===== src/rtl/pc_gen.sv =====
// Fetch-stage program counter with valid/ready handshake.
// Redirects on exception, ERET and branch with MIPS delay-slot semantics.
module pc_gen #(
    parameter int unsigned ADDR_W = 32,
    parameter logic [ADDR_W-1:0] RESET_VECTOR = 32'hBFC00000,
    parameter int unsigned INST_BYTES = 4
) (
    input  logic              clk,
    input  logic              rst,
    input  logic              pc_ready,
    input  logic              branch_valid,
    input  logic [ADDR_W-1:0] branch_target,
    input  logic              exc_valid,
    input  logic [ADDR_W-1:0] exc_target,
    input  logic              eret_valid,
    input  logic [ADDR_W-1:0] epc,
    output logic [ADDR_W-1:0] pc,
    output logic              pc_valid,
    output logic              pc_misaligned
);

    localparam logic [ADDR_W-1:0] INC  = ADDR_W'(INST_BYTES);
    localparam logic [ADDR_W-1:0] MASK = ADDR_W'(INST_BYTES - 1);

    typedef enum logic {
        BOOT,
        RUN
    } state_t;

    state_t            state;
    logic              pend_valid;
    logic [ADDR_W-1:0] pend_target;
    logic              fire;

    assign fire          = pc_valid & pc_ready;
    assign pc_misaligned = (pc & MASK) != '0;

    always_ff @(posedge clk or negedge rst) begin
        if (!rst) begin
            state       <= BOOT;
            pc          <= RESET_VECTOR;
            pc_valid    <= 1'b0;
            pend_valid  <= 1'b0;
            pend_target <= '0;
        end else if (state == BOOT) begin
            state    <= RUN;
            pc_valid <= 1'b1;
        end else if (exc_valid) begin
            pc         <= exc_target;
            pend_valid <= 1'b0;
        end else if (eret_valid) begin
            pc         <= epc;
            pend_valid <= 1'b0;
        end else if (fire) begin
            // the accepted pc is the delay slot when a branch resolves now
            if (branch_valid) begin
                pc <= branch_target;
            end else if (pend_valid) begin
                pc <= pend_target;
            end else begin
                pc <= pc + INC;
            end
            pend_valid <= 1'b0;
        end else if (branch_valid) begin
            pend_valid  <= 1'b1;
            pend_target <= branch_target;
        end
    end

endmodule


===== config.mk =====
export PLATFORM = sky130hd
export DESIGN_NAME = pc_gen
export DESIGN_NICKNAME = d
export VERILOG_FILES = /design/src/rtl/pc_gen.sv
export SDC_FILE = /design/constraint.sdc
export NUM_CORES = 1
export LEC_CHECK = 0
export CAP_MARGIN = 10
export CORE_MARGIN = 5
export CORE_UTILIZATION = 46
export DETAILED_ROUTE_END_ITERATION = 10
export PLACE_DENSITY = 0.79
export SETUP_SLACK_MARGIN = 0.05
export SLEW_MARGIN = 15
export SYNTH_ARGS = -nofsm -noshare
export SYNTH_HDL_FRONTEND = slang
export SYNTH_SLANG_ARGS = --single-unit
export TNS_END_PERCENT = 20

===== constraint.sdc =====
create_clock -name clk -period 2.65 [get_ports clk]
set_input_delay 0.53 -clock clk [delete_from_list [all_inputs] [get_ports clk]]
set_output_delay 0.53 -clock clk [all_outputs]
set_load 0.005 [all_outputs]

# Word level (Yosys, flattened, before mapping)
# Cells that the tools add are included.
# word_totals
elab_cells	25
register_bits	67
input_bits	102
output_inout_bits	34
# classes
n_mux	9
add_sub_neg	1
reduce_logical	6
bitwise_logic	4
# ops
operator	n
32-bit two-way mux	5
32-bit by 3-bit adder with 32-bit output, second input constant	1
32-bit nonzero test	1
5-bit AND reduction	1
1-bit two-way mux	4
2-bit AND reduction	2
4-bit nonzero test	1
1-bit NOT	3
3-bit nonzero test	1
1-bit bitwise AND	1

# Logic depth before layout (Yosys ltp)
# logic_depth
ltp_word	6
ltp_mapped	8
ltp_nobuf	6

# Least setup slack after synthesis
# OpenSTA, ideal clock, no wires.
# synth_timing
path_kind	input to register
from	in exc_valid
to	reg pc[13]
path_buffers	3
path_stages	8
required_time_ps	2522
path_slack_ps	574
arrival_time_ps	1948
setup_time_ps	128
cell_sequence	buf_2 > or2_1 > clkbuf_1 > or2_1 > clkbuf_1 > a221o_1 > a311oi_1 > nor3_1
# synth_between
elab_chain_len	2
word_cells_on_any_way	3
classes_between	mux (1); reduce/logical (2)
# synth_lines
element	line	text
from (decl)	13	input logic exc_valid,
3-bit nonzero test (no line)	n/a	
2-bit AND reduction (no line)	n/a	
to (signal assigned)	49	pc <= exc_target;
to (signal assigned)	52	pc <= epc;
to (signal assigned)	57	pc <= branch_target;
to (decl)	17	output logic [ADDR_W-1:0] pc,
# Parallel ways exist; a longest one is shown, timed or not.
# A chain may end at the register's enable or synchronous reset.

# Final worst setup path
# layout_timing
from	reg pc[2]
to	reg pc[30]
# layout_between
elab_chain_len	6
# layout_lines
element	line	text
32-bit by 3-bit adder with 32-bit output	61	pc <= pc + INC;
32-bit two-way mux	58	end else if (pend_valid) begin
32-bit two-way mux	56	if (branch_valid) begin
32-bit two-way mux	54	end else if (fire) begin
32-bit two-way mux	51	end else if (eret_valid) begin
32-bit two-way mux	48	end else if (exc_valid) begin
# No other way between the ends. The select of a mux whose other input is x is not followed.

==> flow_summary.toml <==
[sta]
slew_violations = 0
max_clock_freq_mhz = 425
layout_worst_path_cycle_share_pct = 88.8
rsz0062_at_grt = "no"
tightestPinTransition_ps = 687
fin_tns_setup_ps = 0
worst_slew_margin_pct = 54.2
period_needed_ps = 2350
worst_slack_ps = 297
final-hold-violation-count = 0
timing.hold.ws_ps = 223
finalClockSkew_ps = 10.9
finalSetupViolCount = 0

[routing]
routed_wl_um = 15300
drt-pass1-iter-count = 5
vias = 4493
starting_drt_drc_count = 305
post_drt_wl_per_cell_um = 21.3
routed_via_density = 6.24
final_antenna_net_count = 0
route.detailed.drc = 0

[floorplanning]
die_h_um = 107
chipWidth_um = 107
initial_core_util_pct = 46.9
floorplan_row_count = 35
io_pins = 136
dieArea_um2 = 11400
design.core.area_um2 = 9150

[place]
globalplace.congestion = 0.898
dp_worst_setup_slack_ps = 185
buffer_ports.inserted = 135
detailed_place_hpwl_um = 11700

[clocking]
post-cts-setup-buffers = 0
cts.htree.levels = 3
cts_repair_resize_count = 0
clk_latency_ps = 350
path_clk_slew_ps = 70
root_buffer = "sky130_fd_sc_hd__clkbuf_8"
cts_num_sinks = 67
holdBufCountCts = 0
clock_tree.buffer_depth = 2
cts_tree = "yes"
cts_made_buffers = 9

[worst_setup_path]
critical_path.top_delay_family = "simple AND/OR/NAND/NOR gates"
timing.critical_path.cells = "ha_1, nand4_4, or3_1, nor3_4, a21oi_1, or3b_1"
setup.worst_path.start_class = "flop"
worstReg2RegEnd = "pc[30]"
timing.reg2reg.worst_path_depth = 6
worstPathBufferInverterCount = 0
cp.required_ps = 2870
timing.critical_path.slowest_stage_cell = "sky130_fd_sc_hd__or3_1"
cp_num_cells = 6
crit-reg2reg-launch = "pc[2]"
cp.arrival_ps = 2580
critical_path.endpoint_type = "flop"
startpoint = "pc[2]"
regToRegSetupSlack_ps = 300
worst-path-max-fanout = 6
critPathMaxStageDelay_ps = 560
crit_type = "reg -> reg"

[worst_hold_path]
min_path_type = "in -> async"

[logic_synthesis]
syn_area_per_cell_um2 = 9.24
synth.area.top_cells = "sky130_fd_sc_hd__dfrtp_1 (34%), sky130_fd_sc_hd__mux2_2 (7.9%), sky130_fd_sc_hd__dfstp_2 (5.5%), sky130_fd_sc_hd__a21oi_1 (5.3%), sky130_fd_sc_hd__o21ai_0 (2.8%)"
postSynthRegisterBits = 67
synth_enable_flop_cells = 0
synth.distinct_cells = 68
ys_seq_area_share_pct = 39.4
ys_async_sr_fraction_pct = 100
synth_common_cells = "sky130_fd_sc_hd__dfrtp_1 (58), sky130_fd_sc_hd__a21oi_1 (45), sky130_fd_sc_hd__mux2_2 (30), sky130_fd_sc_hd__nand2_1 (28), sky130_fd_sc_hd__nor2_1 (27)"
synth_warnings = 0
syn-num-nets = 567
synth_area_leader_cell = "sky130_fd_sc_hd__dfrtp_1"
synth_area_um2 = 4290
synthMostInstantiatedCell = "sky130_fd_sc_hd__dfrtp_1"
synth_top_cell_area_share_pct = 33.8
synth_cells = 464
synthFlopType = "sky130_fd_sc_hd__dfrtp_1"

[layout]
n_antenna_cell = 0
post_route_cells_drive_above_1_share_pct = 16.6
layout.nets = 707
area.sequential_um2 = 1690
filler_cells_inserted = 764
multiInputGateArea_um2 = 2360
flow.area_growth_from_synthesis_pct = 40.3

[outcome]
outcome = "completed"

[power_and_ir_drop]
cellLeakagePower_nw = 2.36
power_density_nw_per_um2 = 536
worst_ir_drop_vdd_v = 0.000323

[global_route]
grt_pass1_wl_um = 23800
globalRouteOverflowTotal = 0
antenna_found_initial = 0
grt_pass1_vias = 4448
grtUsageTotal_pct = 26.9
grt_max_degree = 40

[run]
max_cap_viol_count = 0
-- sequential cells by signal, indices dropped and copies added (netlist names) --
register and count:
state 1, pend_valid 1, pc 32, pc_valid 1, pend_target 32
-- final cells by class --
cell class / instances / share of cell area (%)
Sequential cell: 67 / 28.0
Tap cell: 111 / 2.31
Clock buffer: 13 / 2.47
Timing Repair Buffer: 167 / 26.8
Multi-Input combinational cell: 350 / 39.2
Inverter: 9 / 0.561
Clock inverter: 3 / 0.665
-- logic make-up after synthesis --
family	count (synthesis)	share of synthesized area, %
other cells	1	0.0874
xor+xnor	8	1.63
simple gates	140	18.1
mux	33	8.58
flops	67	39.4
compound gates	167	26.3
buf+inv	47	5.75
fa+ha+maj	1	0.292
-- worst reg2reg max path: stages (launching register included) --
cell and delay, ps:
sky130_fd_sc_hd__dfrtp_1 470, sky130_fd_sc_hd__ha_1 300, sky130_fd_sc_hd__nand4_4 170, sky130_fd_sc_hd__or3_1 560, sky130_fd_sc_hd__nor3_4 260, sky130_fd_sc_hd__a21oi_1 100, sky130_fd_sc_hd__or3b_1 380
-- worst max path at each step --
stage	to
floorplan	pc[13]
global placement	pc[25]
detailed placement	pc[13]
CTS	pc[30]
global route	pc[28]
finish	pc[30]
-- metrics by stage --
stage               utilization [%]  instance area (µm²)  power (mW)  cells
detailed placement             63.7                 5830        2.37    704
global route                   65.8                 6020        3.37    720
floorplan                         -                 4290        1.84    464
CTS                            65.8                 6020        3.23    720
finish                         65.8                 6020        3.23    720
global placement               63.7                 5830        2.33    704
-- power by group --
group / leakage [nW] / switching, mW / internal [mW]
clock: 0.0974 / 0.406 / 0.459
sequential: 0.791 / 0.201 / 1.23
combinational: 1.47 / 0.385 / 0.543
-- routing by layer --
layer | GRT usage, % | vias up | part of all wire, %
li1 | - | 2053 | -
met1 | 36.9 | 2220 | 43
met2 | 42.7 | 201 | 48
met3 | 5.10 | 19 | 6.8
met4 | 8.95 | 0 | 1.7
met5 | 0 | - | 0
-- cells in the final DEF (no fill, tap or decap), types with 12 or more instances in the layout --
cell                              netlist  routed
sky130_fd_sc_hd__o21ai_0               24      24
sky130_fd_sc_hd__a21oi_1               45      45
sky130_fd_sc_hd__nand3_1               14      14
sky130_fd_sc_hd__o22ai_1               19      19
sky130_fd_sc_hd__nor3_1                12      12
sky130_fd_sc_hd__clkdlybuf4s50_1        0     134
sky130_fd_sc_hd__mux2_2                30      30
sky130_fd_sc_hd__dfrtp_1               58      58
sky130_fd_sc_hd__nor2_1                27      26
sky130_fd_sc_hd__nand2_1               28      28
sky130_fd_sc_hd__buf_4                  0      30
No activity file was read; power rests on OpenSTA's default activity.
